--- src/rtl/pc_fetch_unit.sv ---
// pc_fetch_unit: PC stage feeding the PC adder and sequencing imem req/ack fetches; PC_FETCH_CNT_EN adds fetch_cnt_o.
module pc_fetch_unit #(
    parameter int                ADDR_W   = 32,
    parameter logic [ADDR_W-1:0] RESET_PC = '0,
    parameter int                STEP     = 4,
    parameter int                MAX_WAIT = 15
) (
    input  logic              clk_i,
    input  logic              rst_i,
    input  logic              stall_i,
    input  logic              branch_taken_i,
    input  logic [ADDR_W-1:0] branch_target_i,
    input  logic              jump_i,
    input  logic [ADDR_W-1:0] jump_target_i,
    output logic [ADDR_W-1:0] pc_o,
    output logic [ADDR_W-1:0] step_o,
    input  logic [ADDR_W-1:0] sum_i,
    output logic              imem_req_o,
    output logic [ADDR_W-1:0] imem_addr_o,
    input  logic              imem_ack_i,
    output logic              inst_valid_o,
    output logic [ADDR_W-1:0] inst_pc_o,
    output logic              fault_o
`ifdef PC_FETCH_CNT_EN
    ,
    output logic [31:0]       fetch_cnt_o
`endif
);
    localparam int CW = $clog2(MAX_WAIT + 1);
    typedef enum logic [1:0] {BOOT, REQ, STALL, FAULT} state_t;
    state_t            state, state_nx;
    logic [CW-1:0]     wait_cnt, wait_nx;
    logic [ADDR_W-1:0] pc_nx, pend_pc, pend_nx, inst_pc_nx, tgt;
    logic              pend_v, pend_v_nx, valid_nx, redir;
    assign redir       = jump_i | branch_taken_i;
    assign tgt         = jump_i ? jump_target_i : branch_target_i;
    assign step_o      = ADDR_W'(STEP);
    assign imem_req_o  = state == REQ;
    assign imem_addr_o = pc_o;
    assign fault_o     = state == FAULT;
    always_comb begin
        state_nx   = state;
        pc_nx      = pc_o;
        pend_v_nx  = pend_v;
        pend_nx    = pend_pc;
        wait_nx    = wait_cnt;
        valid_nx   = 1'b0;
        inst_pc_nx = inst_pc_o;
        case (state)
            BOOT: state_nx = REQ;
            REQ: begin
                if (imem_ack_i) begin
                    // a redirect seen now or while waiting squashes this fetch
                    valid_nx   = !redir && !pend_v;
                    inst_pc_nx = valid_nx ? pc_o : inst_pc_o;
                    pc_nx      = redir ? tgt : pend_v ? pend_pc : sum_i;
                    pend_v_nx  = 1'b0;
                    wait_nx    = '0;
                    state_nx   = stall_i ? STALL : REQ;
                end else begin
                    pend_v_nx = pend_v | redir;
                    pend_nx   = redir ? tgt : pend_pc;
                    wait_nx   = wait_cnt + 1'b1;
                    state_nx  = (wait_cnt == CW'(MAX_WAIT - 1)) ? FAULT : REQ;
                end
            end
            STALL: begin
                pc_nx    = redir ? tgt : pc_o;
                wait_nx  = '0;
                state_nx = stall_i ? STALL : REQ;
            end
            default: ;
        endcase
    end
    always_ff @(posedge clk_i or negedge rst_i) begin
        if (!rst_i) begin
            state        <= BOOT;
            pc_o         <= RESET_PC;
            pend_v       <= 1'b0;
            pend_pc      <= '0;
            wait_cnt     <= '0;
            inst_valid_o <= 1'b0;
            inst_pc_o    <= '0;
        end else begin
            state        <= state_nx;
            pc_o         <= pc_nx;
            pend_v       <= pend_v_nx;
            pend_pc      <= pend_nx;
            wait_cnt     <= wait_nx;
            inst_valid_o <= valid_nx;
            inst_pc_o    <= inst_pc_nx;
        end
    end
`ifdef PC_FETCH_CNT_EN
    always_ff @(posedge clk_i or negedge rst_i) begin
        if (!rst_i) fetch_cnt_o <= '0;
        else        fetch_cnt_o <= fetch_cnt_o + 32'(valid_nx);
    end
`endif
endmodule

--- config.mk ---
export PLATFORM = sky130hd
export DESIGN_NAME = pc_fetch_unit
export DESIGN_NICKNAME = d
export VERILOG_FILES = /design/src/rtl/pc_fetch_unit.sv
export SDC_FILE = /design/constraint.sdc
export NUM_CORES = 1
export LEC_CHECK = 0
export CAP_MARGIN = 10
export CORE_ASPECT_RATIO = 0.8
export CORE_UTILIZATION = 40
export DETAILED_ROUTE_END_ITERATION = 16
export PLACE_DENSITY = 0.78
export SLEW_MARGIN = 30
export SYNTH_ARGS = -nofsm -noshare
export SYNTH_HDL_FRONTEND = slang
export SYNTH_SLANG_ARGS = --single-unit
--- constraint.sdc ---
create_clock -name clk_i -period 2.1 [get_ports clk_i]
set_clock_uncertainty 0.2 [all_clocks]
set_input_delay 0.42 -clock clk_i [delete_from_list [all_inputs] [get_ports clk_i]]
set_output_delay 0.42 -clock clk_i [all_outputs]
set_load 0.01 [all_outputs]
======== After elaboration in Yosys (flattened, before gate mapping) ========
Cells that the tools add are included.
storage, ports and cells
  register bits after elaboration ......... 104
  word-level logic and storage cells ...... 41
  output and inout bits ................... 131
cells by class
  muxes and demuxes ....................... 15
  $add $sub $neg .......................... 1
  reduce and logical (&&, ||, !) cells .... 9
  bitwise operators ....................... 3
  eq/ne operators ......................... 6
operator list
  kind                 count
  $mux 32              5
  $pmux 32 s2          1
  $reduce_and 3->1     3
  $pmux 4 s2           1
  $mux 2               3
  $pmux 2 s3           1
  $add 4x1->4 const B  1
  $eq 2x2->1 const B   2
  $eq 4x4->1 const B   1
  $mux 4               1
  $mux 1               3
  $reduce_bool 3->1    1
  $eq 2x1->1 const B   1
  $logic_not 1->1      2
  $logic_not 2->1      1
  $ne 2x1->1 const B   1
  $ne 2x2->1 const B   1
  $or 1x1->1           2
  $reduce_bool 2->1    1
  $logic_and 1x1->1    1
  $not 1->1            1

======== Longest topological paths before layout ========
  depth after elaboration ................. 5
  mapped depth ............................ 7

======== Worst setup path before layout ========
OpenSTA, ideal clock, no wires.
  path kind ............................... register to register
  from .................................... register state[1]
  to ...................................... register inst_pc_o[10]
  data arrival time ....................... 1.784 ns
  period minus slack after synthesis ...... 2.109 ns
  path buffers ............................ 1
  library setup time ...................... 0.125 ns
  stages on the path, launching flop included .. 7
  slack ................................... -0.009 ns
  path through ............................ dfrtp_1 > inv_1 > ha_1 > nand2_1 > nor4_4 > buf_6 > mux2_2
between the ends
  word-level cells in the longest chain between the ends .. 2
RTL lines
  what                               RTL line  source
  start, declared                    31        state_t state, state_nx;
  start signal, assigned             85        state <= state_nx;
  $eq 2x1->1                         -
  via imem_req_o                     18        output logic imem_req_o,
  $reduce_and 3->1 (no source line)  -
  end signal, assigned               91        inst_pc_o <= inst_pc_nx;
  end, declared                      22        output logic [ADDR_W-1:0] inst_pc_o,
The timed path passes the listed nets, and every way through them passes these cells.
A chain may end at the register's enable or synchronous reset.

======== Worst setup path in the final report ========
  from .................................... input imem_ack_i
  to ...................................... register inst_pc_o[23]
between the ends
  word-level cells in the longest chain between the ends .. 1
RTL lines
  what                               RTL line  source
  start, declared                    20        input logic imem_ack_i,
  $reduce_and 3->1 (no source line)  -
Every way passes these cells.

==> impl_results.md <==
* Status: finished clean
* Largest net degree at the start of global routing at 105
* DRC at 0
* CP startpoint kind: input port
* IO Port Bufs at 200
* CTS Root Cell: clkbuf_16
* Final Hold Fails at 0
* Post-route clock period utilization at 98.69%
* Chip Width at 135.6 um
* Critical path's slowest cell: clkdlybuf4s50_1
* Gate power share at 53.9%
* Most common cell after layout, fill and taps aside: clkdlybuf4s50_1
* GR Overflow Total at 0
* Total leakage power at 3.617 nW
* Leading area contributor after synthesis: dfrtp_1
* Slew headroom at 61.99%
* Gpl congestion at 0.7866
* CP Data Arrival Time at 2.09 ns
* Share of layout cells above drive strength 1 at 18.81%
* Final net count at 757
* Final core utilization at 58.95%
* Total of fill cells in the finished design at 1116
* GRT Util Overall at 19.58%
* First-pass GRT wire length at 22020 um
* Synth top area cells: dfrtp_1 (46%), mux2i_1 (17%), buf_4 (8.5%), mux2_4 (7.9%), mux2_2 (5.7%)
* RSZ-0062 raised after global routing: yes
* P per Cell Area at 1430 nW/um^2
* # clock sinks at 104
* Antenna viol nets, final at 0
* Max Cap Viol at 0
* Internal at 7.633 mW
* Buf/Inv on CP at 2
* Seq/Total Area, Yosys at 45.55%
* Crit Path Class: input port to flip-flop
* Post-Synthesis Cells at 463
* Routed WL per cell at 17.50 um
* Die Ht at 108.9 um
* Net Switching at 3.949 mW
* H-tree levels at 3
* Worst R2R Path Depth at 6
* Initial antenna violation count at 0
* Die ar. at 14770 um^2
* Reg power frac at 32.1%
* Vias in the first global route at 4287
* Largest stage delay on the critical path at 0.59 ns
* Worst path required time at 2.12 ns
* Worst hold path cell count at 1
* DRT Wirelength at 14590 um
* CTS tree: done
* Ports at 233
* Pre-Repair DR Iteration Count at 4
* Synth unique cells at 33
* Peak supply drop at 0.6858 mV
* DRT iter0 DRCs at 163
* Reg2reg setup slack at 0.07 ns
* Worst hold margin at 0.2871 ns
* Worst-margin pin slew at 0.5701 ns
* Post-detail-place hpwl at 10430 um
* Mapped Avg Cell Area at 12.34 um^2
* Crit-path cells: clkdlybuf4s50_1, nand2_1, nor4_4, buf_4, mux2_2
* Instance count on the critical path at 5
* Crit path max-delay family: buffers and inverters
* Peak Freq at 0.4825 GHz
* Period minus WS final at 2.072 ns
* FP Rows at 38
* Core Area at 13740 um^2
* Final setup fails at 0
* Via count at 4182
* Post-Place Worst Slack at -0.3457 ns
* Fin. max-slew vios at 0
* Warnings, synthesis at 0
* CTS Buf Count at 9
* Critical Path End Type: flip-flop
* CTS max path bufs at 2
* Clock network power share at 14.0%
* Post-synthesis register bit count at 104
* Clk slew on worst S/H paths at 0.07 ns
* CP Max Fanout at 16
* Most frequent cells in the layout: clkdlybuf4s50_1 (196), dfrtp_1 (103), mux2i_1 (97)
* Yosys top cell area share at 45.55%
* Ant diodes at 0
* Clock insertion delay at the later pin of the skew report at 0.34 ns
* Area grow syn2layout at 41.79%
* Final WS setup at 0.02756 ns
* Routed vias/inst at 5.014
* Mapped Area at 5713 um^2
* Hold WC Path Type: flip-flop to flip-flop
* Starting Density at 41.58%
* Sw frac at 34.10%
## power groups by stage
stage / registers, mW / clock network, mW / logic [mW]
final: 3.72 / 1.63 / 6.24
after CTS: 3.73 / 1.67 / 5.93
after global placement: 3.71 / 0 / 5.73
after detailed placement: 3.76 / 0 / 5.89
after global routing: 3.86 / 1.75 / 6.65
after floorplan: 3.84 / 0 / 3.32
## area by class of cell
class,count,area [um^2],share of cell area (%)
tap,180,225.2,2.780
inverter,5,18.77,0.2317
clock buffer,9,225.2,2.780
multi-input combinational,291,2547,31.45
clock inverter,7,60.06,0.7414
sequential,104,2604,32.14
timing repair buffer,238,2420,29.87
## worst reg2reg max path: stages, from the launching register on
cell and delay [ns]:
dfrtp_1 0.39, inv_1 0.06, ha_2 0.21, nand2_1 0.12, nor4_4 0.25, buf_4 0.31
mux2_2 0.38
## cell usage after synthesis
library cell and number:
ha_1 6, mux2_1 6, o21ai_1 5, mux2_4 30, o2bb2ai_1 1, nor2_1 2
conb_1 2, or2_2 1, a21oi_1 1, nor3_1 2, mux2_2 29, buf_4 65
o21a_1 1, o21ai_0 61, nand2b_1 1, nand2_1 4, clkbuf_1 10, dfrtp_1 104
o41ai_1 1, inv_1 5, nor2_2 1, nand3_1 2, a22o_1 1, o31ai_1 1
o22ai_1 1, buf_6 9, mux2i_1 97, nor4_4 1, a22oi_1 1, buf_2 9
nor2b_1 1, nor3_4 1, a221oi_4 1
## logic make-up after synthesis
group           share of synthesized area, %
compound gates                         7.293
fa+ha+maj                              1.314
buf+inv                                12.09
flops                                  45.55
mux                                    31.78
other cells                           0.1315
simple gates                           1.840
## sequential cells by signal (all words and copies together) (netlist names)
name          cells
state             2
imem_addr_o      32
pend_v            1
pend_pc          32
inst_pc_o        32
wait_cnt          4
inst_valid_o      1
## metal layers
metal	routed length [um]	up-vias	GRT usage (%)
met5	0	-	0
met4	138	0	4.013
met3	920	14	4.277
met2	7319	177	34.48
met1	6213	2082	24.64
li1	-	1909	-
## final timing paths
| check | end | from |
|---|---|---|
| worst max-delay path | inst_pc_o[23]$_DFFE_PN0P_ | imem_ack_i |
| worst max register to register | inst_pc_o[23]$_DFFE_PN0P_ | state[1]$_DFFE_PN0P_ |
| worst min-delay path | inst_pc_o[8]$_DFFE_PN0P_ | inst_pc_o[8]$_DFFE_PN0P_ |
| worst min register to register | inst_pc_o[8]$_DFFE_PN0P_ | inst_pc_o[8]$_DFFE_PN0P_ |
| min in group asynchronous | inst_pc_o[10]$_DFFE_PN0P_ | rst_i |
| max in group asynchronous | pend_v$_DFFE_PN0P_ | rst_i |
## through the flow
stage	std cells	total power [mW]	instance area (um^2)	TNS, ns
floorplan	493	7.163	5828	0
global placement	810	9.435	7677	-16.68
detailed placement	810	9.654	7677	-21.11
CTS	829	11.32	7989	-0.03132
global route	834	12.26	8100	-0.9987
finish	834	11.58	8100	0
## timing repair
| action | 4_1_cts | 5_1_grt |
|---|---|---|
| resized for setup | 3 | 6 |
| buffers inserted | 2 | 2 |
| gates cloned | 0 | 3 |
| setup endpoints to repair | 7 | 65 |
| pin swaps | 1 | 1 |
| hold endpoints to repair | 104 | 0 |
| hold buffers | 1 | 0 |
Note: power is estimated with default switching activity, not from simulation.
